File: config.mk
export PLATFORM = sky130hd
export DESIGN_NAME = nvdla_glb_intr_ctrl
export DESIGN_NICKNAME = d
export VERILOG_FILES = /design/src/rtl/nvdla_glb_intr_ctrl.sv
export SDC_FILE = /design/constraint.sdc
export NUM_CORES = 1
export LEC_CHECK = 0
export CAP_MARGIN = 25
export CORE_MARGIN = 2
export CORE_UTILIZATION = 32
export DETAILED_ROUTE_END_ITERATION = 8
export SLEW_MARGIN = 10
export SYNTH_ARGS = -nofsm -noshare
export SYNTH_HDL_FRONTEND = slang
export SYNTH_SLANG_ARGS = --single-unit
File: constraint.sdc
create_clock -name nvdla_core_clk -period 6 [get_ports nvdla_core_clk]
set_clock_uncertainty 0.15 [all_clocks]
set_input_delay 1.2 -clock nvdla_core_clk [delete_from_list [all_inputs] [get_ports nvdla_core_clk]]
set_output_delay 1.2 -clock nvdla_core_clk [all_outputs]
set_load 0.005 [all_outputs]
File: src/rtl/nvdla_glb_intr_ctrl.sv
// Global interrupt controller: sticky per-group done status with mask, SW set and W1C,
// optional count/timeout coalescing, and a CSB register port with a fixed 1-cycle response.
module nvdla_glb_intr_ctrl #(
  parameter int unsigned NUM_SRC    = 6,
  parameter logic [31:0] HW_VERSION = 32'h0001_0000,
  parameter int unsigned TMO_W      = 16,
  parameter int unsigned CNT_W      = 6
) (
  input  logic                   nvdla_core_clk,
  input  logic                   nvdla_core_rst,
  input  logic [2*NUM_SRC-1:0]   src_done_intr_pd,
  input  logic                   csb2glb_req_pvld,
  output logic                   csb2glb_req_prdy,
  input  logic [62:0]            csb2glb_req_pd,
  output logic                   glb2csb_resp_valid,
  output logic [33:0]            glb2csb_resp_pd,
  output logic                   core_intr
);

  localparam int unsigned W = 2 * NUM_SRC;

  localparam logic [11:0] ADDR_VERSION = 12'h000;
  localparam logic [11:0] ADDR_MASK    = 12'h001;
  localparam logic [11:0] ADDR_SET     = 12'h002;
  localparam logic [11:0] ADDR_STATUS  = 12'h003;
  localparam logic [11:0] ADDR_CFG     = 12'h004;
  localparam logic [11:0] ADDR_TIMEOUT = 12'h005;

  // request fields
  logic              rdy_q;
  logic              accept;
  logic              wr_acc;
  logic [11:0]       req_addr;
  logic [31:0]       req_wdat;
  logic              req_write;
  logic              req_nposted;
  logic              unused_req_bits;

  // register file
  logic [W-1:0]      status_q;
  logic [W-1:0]      mask_q;
  logic              coal_en_q;
  logic [CNT_W-1:0]  thr_q;
  logic [TMO_W-1:0]  timeout_q;

  // write strobes and read mux
  logic              mask_we;
  logic              set_we;
  logic              status_we;
  logic              cfg_we;
  logic              tmo_we;
  logic [W-1:0]      sw_set;
  logic [W-1:0]      w1c_clear;
  logic [31:0]       rd_data;
  logic              addr_err;

  // interrupt logic
  logic [W-1:0]      pending;
  logic [CNT_W-1:0]  pcount;
  logic [CNT_W-1:0]  thr_eff;
  logic              thr_hit;
  logic              tmo_hit;
  logic [TMO_W-1:0]  timer_q;
  logic              intr_q;

  // response
  logic              resp_valid_q;
  logic [33:0]       resp_pd_q;

  assign req_addr    = csb2glb_req_pd[11:0];
  assign req_wdat    = csb2glb_req_pd[53:22];
  assign req_write   = csb2glb_req_pd[54];
  assign req_nposted = csb2glb_req_pd[55];

  // upper address bits and reserved fields are don't-care for this block
  assign unused_req_bits = ^{csb2glb_req_pd[62:56], csb2glb_req_pd[21:12], req_wdat};

  // ready is withheld during reset; a pending response is dropped by reset
  assign csb2glb_req_prdy   = rdy_q & ~nvdla_core_rst;
  assign glb2csb_resp_valid = resp_valid_q & ~nvdla_core_rst;
  assign glb2csb_resp_pd    = resp_pd_q;
  assign core_intr          = intr_q;

  assign accept = csb2glb_req_pvld & csb2glb_req_prdy;
  assign wr_acc = accept & req_write;

  assign mask_we   = wr_acc & (req_addr == ADDR_MASK);
  assign set_we    = wr_acc & (req_addr == ADDR_SET);
  assign status_we = wr_acc & (req_addr == ADDR_STATUS);
  assign cfg_we    = wr_acc & (req_addr == ADDR_CFG);
  assign tmo_we    = wr_acc & (req_addr == ADDR_TIMEOUT);

  assign sw_set    = set_we    ? req_wdat[W-1:0] : '0;
  assign w1c_clear = status_we ? req_wdat[W-1:0] : '0;

  // read data / address error decode
  always_comb begin
    rd_data  = '0;
    addr_err = 1'b0;
    case (req_addr)
      ADDR_VERSION: rd_data = HW_VERSION;
      ADDR_MASK:    rd_data = 32'(mask_q);
      ADDR_SET:     rd_data = '0;
      ADDR_STATUS:  rd_data = 32'(status_q);
      ADDR_CFG: begin
        rd_data[CNT_W-1:0] = thr_q;
        rd_data[31]        = coal_en_q;
      end
      ADDR_TIMEOUT: rd_data = 32'(timeout_q);
      default:      addr_err = 1'b1;
    endcase
  end

  // CSB handshake and response register
  always_ff @(posedge nvdla_core_clk) begin
    if (nvdla_core_rst) begin
      rdy_q        <= 1'b0;
      resp_valid_q <= 1'b0;
      resp_pd_q    <= '0;
    end else begin
      rdy_q        <= 1'b1;
      resp_valid_q <= accept & (~req_write | req_nposted);
      if (accept) begin
        resp_pd_q <= req_write ? {1'b1, addr_err, 32'h0000_0000}
                               : {1'b0, addr_err, rd_data};
      end
    end
  end

  // control registers
  always_ff @(posedge nvdla_core_clk) begin
    if (nvdla_core_rst) begin
      mask_q    <= '1;
      coal_en_q <= 1'b0;
      thr_q     <= CNT_W'(1);
      timeout_q <= '0;
    end else begin
      if (mask_we) mask_q <= req_wdat[W-1:0];
      if (cfg_we) begin
        thr_q     <= req_wdat[CNT_W-1:0];
        coal_en_q <= req_wdat[31];
      end
      if (tmo_we) timeout_q <= req_wdat[TMO_W-1:0];
    end
  end

  // sticky status: set (HW or SW) beats a same-cycle W1C
  always_ff @(posedge nvdla_core_clk) begin
    if (nvdla_core_rst) begin
      status_q <= '0;
    end else begin
      status_q <= (status_q & ~w1c_clear) | src_done_intr_pd | sw_set;
    end
  end

  assign pending = status_q & ~mask_q;

  always_comb begin
    pcount = '0;
    for (int i = 0; i < int'(W); i++) begin
      pcount = pcount + CNT_W'(pending[i]);
    end
  end

  assign thr_eff = (thr_q == '0) ? CNT_W'(1) : thr_q;
  assign thr_hit = (pcount >= thr_eff);
  assign tmo_hit = (timeout_q != '0) && (timer_q == (timeout_q - TMO_W'(1)));

  // interrupt output and coalescing timer
  always_ff @(posedge nvdla_core_clk) begin
    if (nvdla_core_rst) begin
      intr_q  <= 1'b0;
      timer_q <= '0;
    end else if (!coal_en_q) begin
      intr_q  <= |pending;
      timer_q <= '0;
    end else if (pending == '0) begin
      intr_q  <= 1'b0;
      timer_q <= '0;
    end else begin
      if (timer_q != '1) timer_q <= timer_q + TMO_W'(1);
      if (thr_hit || tmo_hit) intr_q <= 1'b1;
    end
  end

endmodule
==> run_results.csv <==
group,metric,value,unit
run_status,status,"finished clean",
setup_path,worst_path_most_repeated_cell,"fa_1",
setup_path,crit_buf_inv,4,
timing,post-route-period-util,80.2,%
setup_path,worstSetupPathType,"flip-flop to flip-flop",
timing,setup_viol,0,
timing,drv_slew,0,
setup_path,cp_max_fo,3,
die,die-height,126,um
place,io_buffers,68,
synthesis,synthCells,553,
clock_tree,cts_buffers,9,
setup_path,path_cells,"nor2b_1, fa_1, inv_1, fa_1, fa_1, fa_1, inv_1, ha_1, inv_1, fa_1, inv_1, ha_1, a21o_1, a21o_1, a21oi_1, o311a_1, o22ai_1",
clock_tree,cts_setup_buffers,0,
timing,grt_setup_unrepaired,"no",
power,vdd_drop_max,0.137,mV
place,gp_congestion,0.876,
timing,fin_setup_tns,0,ns
timing,timing.hold.ws,0.308,ns
global_route,grt_pass1_wl,20500,um
finish,drive_gt1_share,6.24,%
die,placeableCoreArea,14500,sq um
setup_path,r2r_end,"core_intr",
synthesis,ys_warn_count,0,
finish,nNetsFinal,700,
finish,utilization,40.2,%
die,row_count,44,
clock_tree,cts_resized,0,
clock_tree,cts_tree,"done",
setup_path,required,6.07,ns
drt,first_pass_iters,5,
finish,area_growth,22.8,%
finish,antennaDiodeCount,0,
clock_tree,hold_buffers,0,
synthesis,seq_area_frac_synth,36.2,%
die,boundaryPins,115,
timing,fin_crit,4.81,ns
die,dieArea,15800,sq um
hold_path,hold_depth,2,
timing,worst_pin_slew,0.837,ns
drt,drt-initial-drc-count,310,
finish,layout_common_cells,"dfxtp_1 (86), clkdlybuf4s50_1 (67), nor2_1 (65)",
setup_path,critPathMaxStageDelay,0.52,ns
setup_path,r2r_slack,1.19,ns
setup_path,arrival,4.88,ns
synthesis,synth-edff-count,0,
synthesis,ys_types,54,
finish,layout_commonest_cell,"dfxtp_1",
hold_path,min_from,"glb2csb_resp_pd[11]",
synthesis,synthArstFlopShare,0,%
timing,timing.slew.headroom,44.0,%
synthesis,syn-mean-instance-area,8.59,sq um
setup_path,critPathSlowestCell,"fa_1",
synthesis,synth_seq_cells,86,
clock_tree,clock_path_buffers,2,
drt,antenna_left,0,
clock_tree,cts_max_level,3,
die,die_x,126,um
setup_path,worstSetupPathDepth,17,
global_route,grt_max_degree,35,
synthesis,synth-main-ff-cell,"dfxtp_1",
timing,setup_slack,1.19,ns
synthesis,synthesis.area,4750,sq um
timing,hold_violations,0,
setup_path,endpoint_kind,"flip-flop",
setup_path,r2r-start,"status_q[5]",
drt,routed_wl,13000,um
finish,seq_area,1720,sq um
place,dp_slack,1.21,ns
job,cap_violations,0,
die,initial_core_util,32.7,%
clock_tree,clock-sinks,86,
power,leakagePower,2.30,nW
drt,remaining_drc_errors,0,
finish,fill_cells,1441,
setup_path,rr_worst_depth,17,
drt,wire_per_inst,16.4,um
place,hpwl,9800,um
setup_path,timing.critical_path.from_type,"flip-flop",
clock_tree,insertion_delay,0.34,ns
clock_tree,cts_root_buf,"clkbuf_16",
drt,via_per_inst,5.24,
global_route,grt_use_total,16.2,%
finish,multi_input_area,2760,sq um
global_route,first_global_vias,3913,
global_route,gr-total-overflow,0,
hold_path,holdPathEnd,"glb2csb_resp_pd[11]",
power,powerDensity,216,nW/um^2
hold_path,hold_path.class,"flip-flop to flip-flop",
global_route,antenna_found_initial,0,
timing,fmax,208,MHz
clock_tree,cts.clk_slew.worst_paths,0.06,ns
drt,vias,4152,
setup_path,crit_family,"adder cells",
## power by group
| group | switching (W) | internal, W |
|---|---|---|
| logic | 0.0000355 | 0.0000388 |
| registers | 0.00000591 | 0.000578 |
| clock network | 0.000226 | 0.000377 |
| total | 0.000268 | 0.000993 |
## metal layers
metal	wire length (um)	global-route usage, %
met5	0	0
met4	196	4.40
met3	604	3.78
met2	6680	29.0
met1	5500	19.6
## state kept, by name, summed over array words and instances (netlist names)
name	count
core_intr	1
rdy_q	1
glb2csb_resp_pd	20
mask_q	12
status_q	12
coal_en_q	1
timer_q	16
timeout_q	16
resp_valid_q	1
thr_q	6
## layout make-up
cell class,count,share of cell area (%)
repair buffers,71,12.0
well taps,184,3.94
inverters,27,1.74
clock buffers,11,4.16
multi-input cells,409,47.3
clock inverters,5,1.41
flip-flops and latches,86,29.5
## through the flow
step / power, W / area [sq um] / cells
3_5_place_dp: 0.000670 / 5510 / 777
4_1_cts: 0.00127 / 5840 / 793
3_3_place_gp: 0.000669 / 5510 / 777
5_1_grt: 0.00130 / 5840 / 793
2_1_floorplan: 0.000630 / 4800 / 566
6_report: 0.00126 / 5840 / 793
## Yosys cell counts, drive strengths merged, types with 6 or more instances
cell | n | share of area, %
dfxtp | 86 | 36
buf | 20 | 2.8
fa | 7 | 2.9
a21oi | 16 | 1.7
and3 | 7 | 0.92
nor4 | 13 | 2.5
nor3 | 11 | 1.4
nand4 | 9 | 1.2
o21ai | 18 | 1.9
xor2 | 14 | 2.6
nand2b | 9 | 1.2
clkbuf | 24 | 1.9
inv | 27 | 2.1
nand3 | 14 | 1.7
nor2b | 10 | 1.3
nor2 | 65 | 5.1
xnor2 | 18 | 3.3
mux2 | 6 | 1.4
a221oi | 14 | 2.6
ha | 11 | 2.9
a22oi | 13 | 2.1
a222oi | 6 | 1.3
nand2 | 57 | 4.5
mux2i | 35 | 7.4
## worst register-to-register path, cell delays in order, from the launching register on
cell     delay (ns)
dfxtp_1        0.38
nor2b_1        0.30
fa_1           0.44
inv_1          0.08
fa_1           0.44
fa_1           0.52
fa_1           0.43
inv_1          0.09
ha_1           0.16
inv_1          0.06
fa_1           0.48
inv_1          0.05
ha_1           0.27
a21o_1         0.16
a21o_1         0.17
a21oi_1        0.25
o311a_1        0.19
o22ai_1        0.07
## cells by family (layout without fill, tap and decap cells)
group / count (synthesis) / count (layout) / share of synthesized area, %
other: 1 / 14 / 0.0789
and+or+nand+nor: 213 / 213 / 22.9
AOI/OAI and AO/OA: 91 / 91 / 13.4
adders and majority gates: 18 / 18 / 5.85
muxes: 41 / 41 / 8.79
DFF: 86 / 86 / 36.2
xor gates and xnor gates: 32 / 32 / 5.90
buffers and inverters: 71 / 114 / 6.85
## worst max path at each step
stage	startpoint	to
floorplan	mask_q[1]	core_intr
global placement	status_q[0]	core_intr
detailed placement	status_q[0]	core_intr
CTS	status_q[0]	core_intr
global route	status_q[0]	core_intr
finish	status_q[5]	core_intr
(Power assumes the default switching activity.)
